===== src/rtl/uart_tx_arbiter.sv =====
// Round-robin arbiter sharing one UART Sender among N_REQ valid/ready byte producers.
// Latches the winning byte, pulses START, then follows BUSY until the frame completes.
module uart_tx_arbiter #(
    parameter int unsigned N_REQ        = 4,
    parameter int unsigned BUSY_TIMEOUT = 8
) (
    input  logic               clk,
    input  logic               rst_n,
    input  logic [N_REQ-1:0]   req_valid,
    input  logic [8*N_REQ-1:0] req_data,
    output logic [N_REQ-1:0]   req_ready,
    output logic [7:0]         tx_data,
    output logic               tx_start,
    input  logic               tx_busy,
    output logic [2:0]         grant_id,
    output logic               idle,
    output logic               err
);

    typedef enum logic [1:0] {StIdle, StLaunch, StWaitBusy, StWaitDone} state_e;

    // Counter value on the last waiting cycle before the timeout fires.
    localparam logic [7:0] CntLast = 8'(BUSY_TIMEOUT - 2);

    state_e             state_q, state_d;
    logic [7:0]         cnt_q, cnt_d;
    logic [2:0]         last_q, last_d;
    logic [7:0]         data_q, data_d;
    logic [2:0]         gid_q, gid_d;
    logic [N_REQ-1:0]   ready_q, ready_d;
    logic               start_q, start_d;
    logic               err_q, err_d;
    logic               idle_q, idle_d;

    logic [7:0]         valid_ext;
    logic [2:0]         cand;
    logic               win_found;
    logic [2:0]         win_idx;
    logic [7:0]         win_data;
    logic [N_REQ-1:0]   win_onehot;

    assign valid_ext = 8'(req_valid);

    // Search last+1, last+2, ... modulo N_REQ; first pending requester wins.
    always_comb begin
        win_found = 1'b0;
        win_idx   = '0;
        cand      = '0;
        for (int unsigned k = 1; k <= N_REQ; k++) begin
            cand = 3'((32'(last_q) + k) % N_REQ);
            if (!win_found && valid_ext[cand]) begin
                win_found = 1'b1;
                win_idx   = cand;
            end
        end
    end

    always_comb begin
        win_data   = '0;
        win_onehot = '0;
        for (int unsigned i = 0; i < N_REQ; i++) begin
            if (win_idx == 3'(i)) begin
                win_data      = req_data[8*i +: 8];
                win_onehot[i] = 1'b1;
            end
        end
    end

    always_comb begin
        state_d = state_q;
        cnt_d   = cnt_q;
        last_d  = last_q;
        data_d  = data_q;
        gid_d   = gid_q;
        ready_d = '0;
        start_d = 1'b0;
        err_d   = err_q;
        unique case (state_q)
            StIdle: begin
                if (!tx_busy && win_found) begin
                    data_d  = win_data;
                    gid_d   = win_idx;
                    last_d  = win_idx;
                    ready_d = win_onehot;
                    start_d = 1'b1;
                    state_d = StLaunch;
                end
            end
            StLaunch: begin
                cnt_d   = '0;
                state_d = StWaitBusy;
            end
            StWaitBusy: begin
                if (tx_busy) begin
                    state_d = StWaitDone;
                end else if (cnt_q == CntLast) begin
                    err_d   = 1'b1;
                    state_d = StIdle;
                end else begin
                    cnt_d = cnt_q + 8'd1;
                end
            end
            StWaitDone: begin
                if (!tx_busy) state_d = StIdle;
            end
            default: state_d = StIdle;
        endcase
        idle_d = (state_d == StIdle) && !tx_busy;
    end

    always_ff @(posedge clk or negedge rst_n) begin
        if (!rst_n) begin
            state_q <= StIdle;
            cnt_q   <= '0;
            last_q  <= 3'(N_REQ - 1);
            data_q  <= '0;
            gid_q   <= '0;
            ready_q <= '0;
            start_q <= 1'b0;
            err_q   <= 1'b0;
            idle_q  <= 1'b1;
        end else begin
            state_q <= state_d;
            cnt_q   <= cnt_d;
            last_q  <= last_d;
            data_q  <= data_d;
            gid_q   <= gid_d;
            ready_q <= ready_d;
            start_q <= start_d;
            err_q   <= err_d;
            idle_q  <= idle_d;
        end
    end

    assign req_ready = ready_q;
    assign tx_data   = data_q;
    assign tx_start  = start_q;
    assign grant_id  = gid_q;
    assign idle      = idle_q;
    assign err       = err_q;

endmodule

===== config.mk =====
export PLATFORM = sky130hd
export DESIGN_NAME = uart_tx_arbiter
export DESIGN_NICKNAME = d
export VERILOG_FILES = /design/src/rtl/uart_tx_arbiter.sv
export SDC_FILE = /design/constraint.sdc
export NUM_CORES = 1
export LEC_CHECK = 0
export ABC_AREA = 1
export CAP_MARGIN = 10
export CELL_PAD_IN_SITES_DETAIL_PLACEMENT = 0
export CELL_PAD_IN_SITES_GLOBAL_PLACEMENT = 1
export CORE_ASPECT_RATIO = 0.7
export CORE_MARGIN = 8
export CORE_UTILIZATION = 35
export DETAILED_ROUTE_END_ITERATION = 6
export GPL_ROUTABILITY_DRIVEN = 1
export HOLD_SLACK_MARGIN = 0.03
export PLACE_DENSITY = 0.93
export REMOVE_ABC_BUFFERS = 1
export SLEW_MARGIN = 20
export SYNTH_ARGS = -nofsm -noshare
export SYNTH_HDL_FRONTEND = slang
export SYNTH_SLANG_ARGS = --single-unit
export TNS_END_PERCENT = 50

===== constraint.sdc =====
create_clock -name clk -period 4.28 [get_ports clk]
set_clock_uncertainty 0.05 [all_clocks]
set_input_delay 0.856 -clock clk [delete_from_list [all_inputs] [get_ports clk]]
set_output_delay 0.856 -clock clk [all_outputs]
set_load 0.02 [all_outputs]

==> run_results.csv, run 1 <==
group,metric,value,unit
job,maxCapViolations,0,
global_routing,grt_max_degree,30,
critical_path,critPathMaxStageDelay,0.48,ns
critical_path,path_class,"in2reg",
critical_path,crit_fanout,14,
cts,clk_pin_slew,0.06,ns
placed_design,dp.final_hpwl,3736,microns
critical_path,critPathArrivalTime,3.02,ns
logic_synthesis,syn_area,1743,sq um
global_routing,grt_remaining_overflow,0,
critical_path,crit_family,"buffers and inverters",
logic_synthesis,ys_warn_count,0,
logic_synthesis,avgSynthCellArea,7.611,sq um
run_status,status,"completed",
global_routing,grt_pass1_wl,7941,microns
min_path,hp-class,"reg2reg",
die,core_area,4782,sq um
critical_path,crit_chain,"clkdlybuf4s50_1 > inv_1 > nand2_1 > nand2_1 > nand2_1 > o21ai_0 > nand3_2 > nand3_1 > inv_1 > o21ai_0 > nor2_1 > nand2_1 > nand2_1",
layout,nets,327,
cts,cts_tree,"yes",
die,die_w,100.3,microns
global_routing,track_usage,0.1355,
timing,fmax,351.2,MHz
logic_synthesis,synth-main-ff-cell,"dfrtp_1",
critical_path,crit_required,4.45,ns
die,start_util,0.3645,
critical_path,cpMostUsedCell,"nand2_1",
detailed_routing,postRouteAntennaNets,0,
layout,area_growth,38.98,%
detailed_routing,drt_iter0_markers,88,
pwr,swShare,0.4960,
critical_path,cp.buffers_inverters,3,
logic_synthesis,synthArstFlopShare,1.000,
cts,clk_latency,0.28,ns
pwr,pwr-share-seq,0.244,
timing,tightest_slew,0.5312,ns
critical_path,end_kind,"flop",
timing,fin_setup_tns,0,ns
cts,ctsResizeCount,0,
cts,clock_path_buffers,2,
pwr,p_per_area,727.2,nW/um^2
timing,report.final.slew_viol_count,0,
global_routing,grt_antenna_before_repair,0,
logic_synthesis,synth-seq-cells,29,
die,io-pin-count,57,
layout,antenna_cells,0,
timing,fin_crit_sh,0.6654,
timing,hold_viol,0,
pwr,p_comb_frac,0.617,
critical_path,start_kind,"input port",
timing,rsz0062_at_grt,"no",
critical_path,critPathSlowestCell,"clkdlybuf4s50_1",
timing,finalSetupViolations,0,
logic_synthesis,ys_types,31,
cts,clockRootBuffer,"clkbuf_8",
global_routing,first_global_vias,1629,
placed_design,port_buffers,55,
cts,cts_setup_buffers,0,
pwr,ir_worst_vdd,0.4825,mV
logic_synthesis,syn_inst,229,
timing,maxSlewHeadroom,0.6449,
timing,holdWs,0.4246,ns
detailed_routing,vias,1703,
layout,fill_cells,492,
die,dieArea,7530,sq um
logic_synthesis,seq_area_frac_synth,0.4185,
pwr,power.leakage,1.120,nW
die,rows,21,
placed_design,place.gp.congestion,0.8089,
cts,h-tree-depth,2,
detailed_routing,via_per_inst,4.784,
layout,fin_util,0.5065,
cts,hold_buffers,0,
die,dieHeight,75.04,microns
detailed_routing,drcViolationCount,0,
timing,fin_crit,2.848,ns
logic_synthesis,synth_edf_count,0,
pwr,power.internal,887.7,uW
pwr,power_frac_clock,0.140,
cts,numCtsBuffers,5,
detailed_routing,totalWireLength,4811,microns
detailed_routing,dr.pass1.iters,4,
pwr,p_switching,873.7,uW
cts,cts.sinks,29,
layout,drive_gt1_frac,0.1254,
detailed_routing,post_drt_wl_per_cell,13.51,microns
==> power by group through the flow <==
stage          logic, mW  clock network (mW)  registers [mW]
2_1_floorplan      0.684                   0           0.488
3_3_place_gp        1.07                   0           0.436
3_5_place_dp        1.08                   0           0.432
4_1_cts             1.08               0.251           0.430
5_1_grt             1.21               0.267           0.440
6_report            1.09               0.246           0.429
==> metrics by stage <==
stage / power (mW) / cell area [sq um] / setup slack, ns / instances
2_1_floorplan: 1.172 / 1677 / 2.031 / 223
3_3_place_gp: 1.510 / 2321 / 1.243 / 348
3_5_place_dp: 1.512 / 2321 / 1.152 / 348
4_1_cts: 1.764 / 2422 / 1.461 / 356
5_1_grt: 1.919 / 2422 / 1.166 / 356
6_report: 1.761 / 2422 / 1.432 / 356
==> sequential cells by signal, summed over array words and instances, names as in the netlist <==
register   flops
req_ready      4
last_q         2
grant_id       2
err            1
idle           1
tx_data        8
state_q        2
cnt_q          8
tx_start       1
==> cells by family after synthesis <==
family          count (synthesis)  share of synthesized area
simple gates                  151                     0.4171
xor+xnor                        1                   0.005026
buf+inv                        26                    0.08255
fa+ha+maj                       2                    0.01436
other cells                     1                   0.002152
flops                          29                     0.4185
compound gates                 19                    0.06030
==> placed cells by master (no fill, tap or decap), drive strengths merged <==
cell            n
a31o            1
a21boi          1
nor2           13
xor2            1
o21ai          13
dfrtp          26
nand3          27
conb            1
a21oi           4
ha              2
clkinv          1
nor4            1
dfstp           3
buf             1
nand2          85
nor3b           1
clkdlybuf4s50  55
clkbuf          7
nand4          17
and3            1
inv            20
nor3            6
==> cell usage after synthesis (3+ instances only) <==
| cell type | instances | share of area |
|---|---|---|
| nand3_1 | 25 | 0.072 |
| nor2_1 | 9 | 0.019 |
| dfstp_2 | 3 | 0.045 |
| nand2_2 | 9 | 0.032 |
| a21oi_1 | 4 | 0.011 |
| nand2_1 | 74 | 0.16 |
| inv_2 | 3 | 0.0065 |
| inv_1 | 16 | 0.034 |
| dfrtp_1 | 26 | 0.37 |
| nor2_2 | 3 | 0.011 |
| o21ai_0 | 13 | 0.037 |
| nand4_1 | 17 | 0.061 |
| nor3_1 | 5 | 0.014 |
==> path summary, 6_finish.rpt <==
| kind | start | to | slack (ns) | depth (start not counted) |
|---|---|---|---|---|
| max | req_valid[3] | tx_data[6]$_DFFE_PN0P_ | 1.43 | 13 |
| min | err$_DFFE_PN0P_ | err$_DFFE_PN0P_ | 0.42 | 1 |
| max reg2reg | last_q[0]$_DFFE_PN1P_ | tx_data[6]$_DFFE_PN0P_ | 1.83 | 12 |
| min reg2reg | err$_DFFE_PN0P_ | err$_DFFE_PN0P_ | 0.42 | 1 |
| max in group asynchronous | rst_n | last_q[1]$_DFFE_PN1P_ | 2.96 | 2 |
| min in group asynchronous | rst_n | req_ready[1]$_DFF_PN0_ | 0.90 | 2 |
==> area by class of cell <==
class	instances	area (sq um)	share of cell area
clock buffer	7	96.34	0.03977
clock inverter	1	5.005	0.002066
inverter	20	77.57	0.03202
multi-input combinational	174	869.6	0.3590
sequential	29	729.5	0.3011
tap	69	86.33	0.03564
timing repair buffer	56	558.0	0.2304
==> per-layer routing <==
layer  routed length [microns]  global-route usage  vias to the layer above  part of all wire
li1                          -                   -                      872                 -
met1                      2311              0.1689                      762              0.48
met2                      1936              0.1922                       64              0.40
met3                       517             0.07572                        5              0.11
met4                        46             0.04500                        0            0.0096
met5                         0                   0                        -                 0
Power figures use the tool's default switching activity.
==> run 2, diff against run 1 <==
- CORE_UTILIZATION: 35 -> 29
- PLACE_DENSITY: 0.93 -> 0.83
- clock period: 4.28 -> 2.4 ns (I/O delays scaled with it)
==> run_results.csv, run 2 (synthesis gave the netlist of run 1 again) <==
group,metric,value,unit
placed_design,dpl.cell_count,360,
timing,worst_slack,0.2529,ns
timing,fmax,465.7,MHz
critical_path,critPathSlowestCell,"dfstp_2",
cts,ctsResizeCount,0,
critical_path,r2r_slack,0.25,ns
critical_path,r2r-end,"tx_data[0]$_DFFE_PN0P_",
layout,final_cell_area,2469,sq um
placed_design,dp.final_hpwl,3796,microns
critical_path,crit_fanout,9,
pwr,p_per_area,1313,nW/um^2
pwr,design_power_total,3.242,mW
global_routing,grt_pass1_wl,7859,microns
global_routing,grt_max_degree,30,
layout,nets,333,
global_routing,grt_antenna_before_repair,0,
placed_design,pre_cts_slack,0.03710,ns
cts,numCtsBuffers,5,
critical_path,crit_chain,"inv_2 > nand2_1 > nand2_1 > nand2_2 > a21boi_2 > nand2_1 > nor2_2 > nand3_1 > nand4_1 > nand2_1 > nand2_1",
critical_path,cp.buffers_inverters,1,
detailed_routing,post_drt_wl_per_cell,12.90,microns
critical_path,timing.rr.start,"last_q[0]$_DFFE_PN1P_",
timing,hold_viol,0,
min_path,min_to,"cnt_q[5]$_DFFE_PN0P_",
detailed_routing,drcViolationCount,0,
cts,h-tree-depth,2,
critical_path,cpMostUsedCell,"nand2_1",
critical_path,path_class,"reg2reg",
placed_design,port_buffers,55,
layout,final_cell_mix,"nand2_1, clkdlybuf4s50_1, dfrtp_1",
min_path,min_path_cells,1,
timing,rsz0062_at_grt,"no",
cts,cts_tree,"yes",
global_routing,first_global_vias,1604,
detailed_routing,vias,1699,
placed_design,place.gp.congestion,0.8493,
layout,antenna_cells,0,
critical_path,end_kind,"flop",
die,rows,23,
min_path,hp-class,"reg2reg",
cts,clk_latency,0.28,ns
cts,cts_setup_buffers,0,
critical_path,critPathArrivalTime,2.32,ns
layout,area_growth,41.64,%
global_routing,track_usage,0.1153,
global_routing,grt_remaining_overflow,0,
critical_path,start_kind,"flop",
die,dieArea,8786,sq um
die,start_util,0.3028,
detailed_routing,dr.pass1.iters,4,
timing,holdWs,0.4123,ns
timing,fin_setup_tns,0,ns
critical_path,r2r_cells,11,
timing,fin_crit_sh,0.8946,
critical_path,critPathMaxStageDelay,0.60,ns
run_status,status,"completed",
cts,hold_buffers,0,
timing,fin_crit,2.147,ns
detailed_routing,totalWireLength,4746,microns
layout,fin_util,0.4289,
min_path,hp-start,"cnt_q[5]$_DFFE_PN0P_",
die,die_w,108.7,microns
critical_path,crit_required,2.57,ns
critical_path,crit_family,"simple AND/OR/NAND/NOR gates",
die,core_area,5756,sq um
layout,fill_cells,576,
detailed_routing,drt_iter0_markers,49,
cts,clockRootBuffer,"clkbuf_8",
layout,fin_cells,368,
cts,cts.sinks,29,
pwr,power.leakage,1.144,nW
die,io-pin-count,57,
job,maxCapViolations,0,
cts,clock_path_buffers,2,
die,dieHeight,80.86,microns
layout,drive_gt1_frac,0.1399,
timing,finalSetupViolations,0,
pwr,ir_worst_vdd,0.5978,mV
layout,final_common_cell,"nand2_1",
detailed_routing,postRouteAntennaNets,0,
timing,report.final.slew_viol_count,0,
placed_design,place_area,2386,sq um
detailed_routing,via_per_inst,4.617,
cts,clk_pin_slew,0.06,ns
==> run 2: changes by cell type in the layout (fill, tap and decap cells not counted), sizes merged <==
cell | previous run | this run
clkinv | 1 | 2
buf | 1 | 7
clkbuf | 7 | 6
==> run 2: power breakdown <==
part           switching (mW)  total, mW  internal [mW]
sequential              0.112      0.766          0.654
clock                   0.181      0.381          0.200
combinational            1.29       2.09          0.809
==> run 2: final cells by class <==
| type | instances | area, sq um | share of cell area |
|---|---|---|---|
| multi-input cells | 174 | 869.6 | 0.3523 |
| flip-flops and latches | 29 | 729.5 | 0.2955 |
| clock inverters | 2 | 10.01 | 0.004055 |
| repair buffers | 62 | 615.6 | 0.2494 |
| clock buffers | 6 | 72.57 | 0.02940 |
| well taps | 75 | 93.84 | 0.03801 |
| inverters | 20 | 77.57 | 0.03142 |
==> run 2: worst max-delay path by stage <==
stage                     cells past startpoint                      to  slack, ns             startpoint
after global routing                         11  tx_data[3]$_DFFE_PN0P_       0.05  last_q[0]$_DFFE_PN1P_
after CTS                                    14  tx_data[6]$_DFFE_PN0P_       0.25  last_q[0]$_DFFE_PN1P_
final                                        11  tx_data[0]$_DFFE_PN0P_       0.25  last_q[0]$_DFFE_PN1P_
after floorplan                              13  tx_data[6]$_DFFE_PN0P_       0.35  last_q[0]$_DFFE_PN1P_
after global placement                       12  tx_data[6]$_DFFE_PN0P_       0.07           req_valid[0]
after detailed placement                     13  tx_data[0]$_DFFE_PN0P_       0.04           req_valid[3]
==> run 2: per-layer routing <==
| metal | global-route usage | routed length, microns |
|---|---|---|
| met1 | 0.1503 | 2349 |
| met2 | 0.1543 | 1852 |
| met3 | 0.05613 | 447 |
| met4 | 0.05714 | 96 |
| met5 | 0 | 0 |
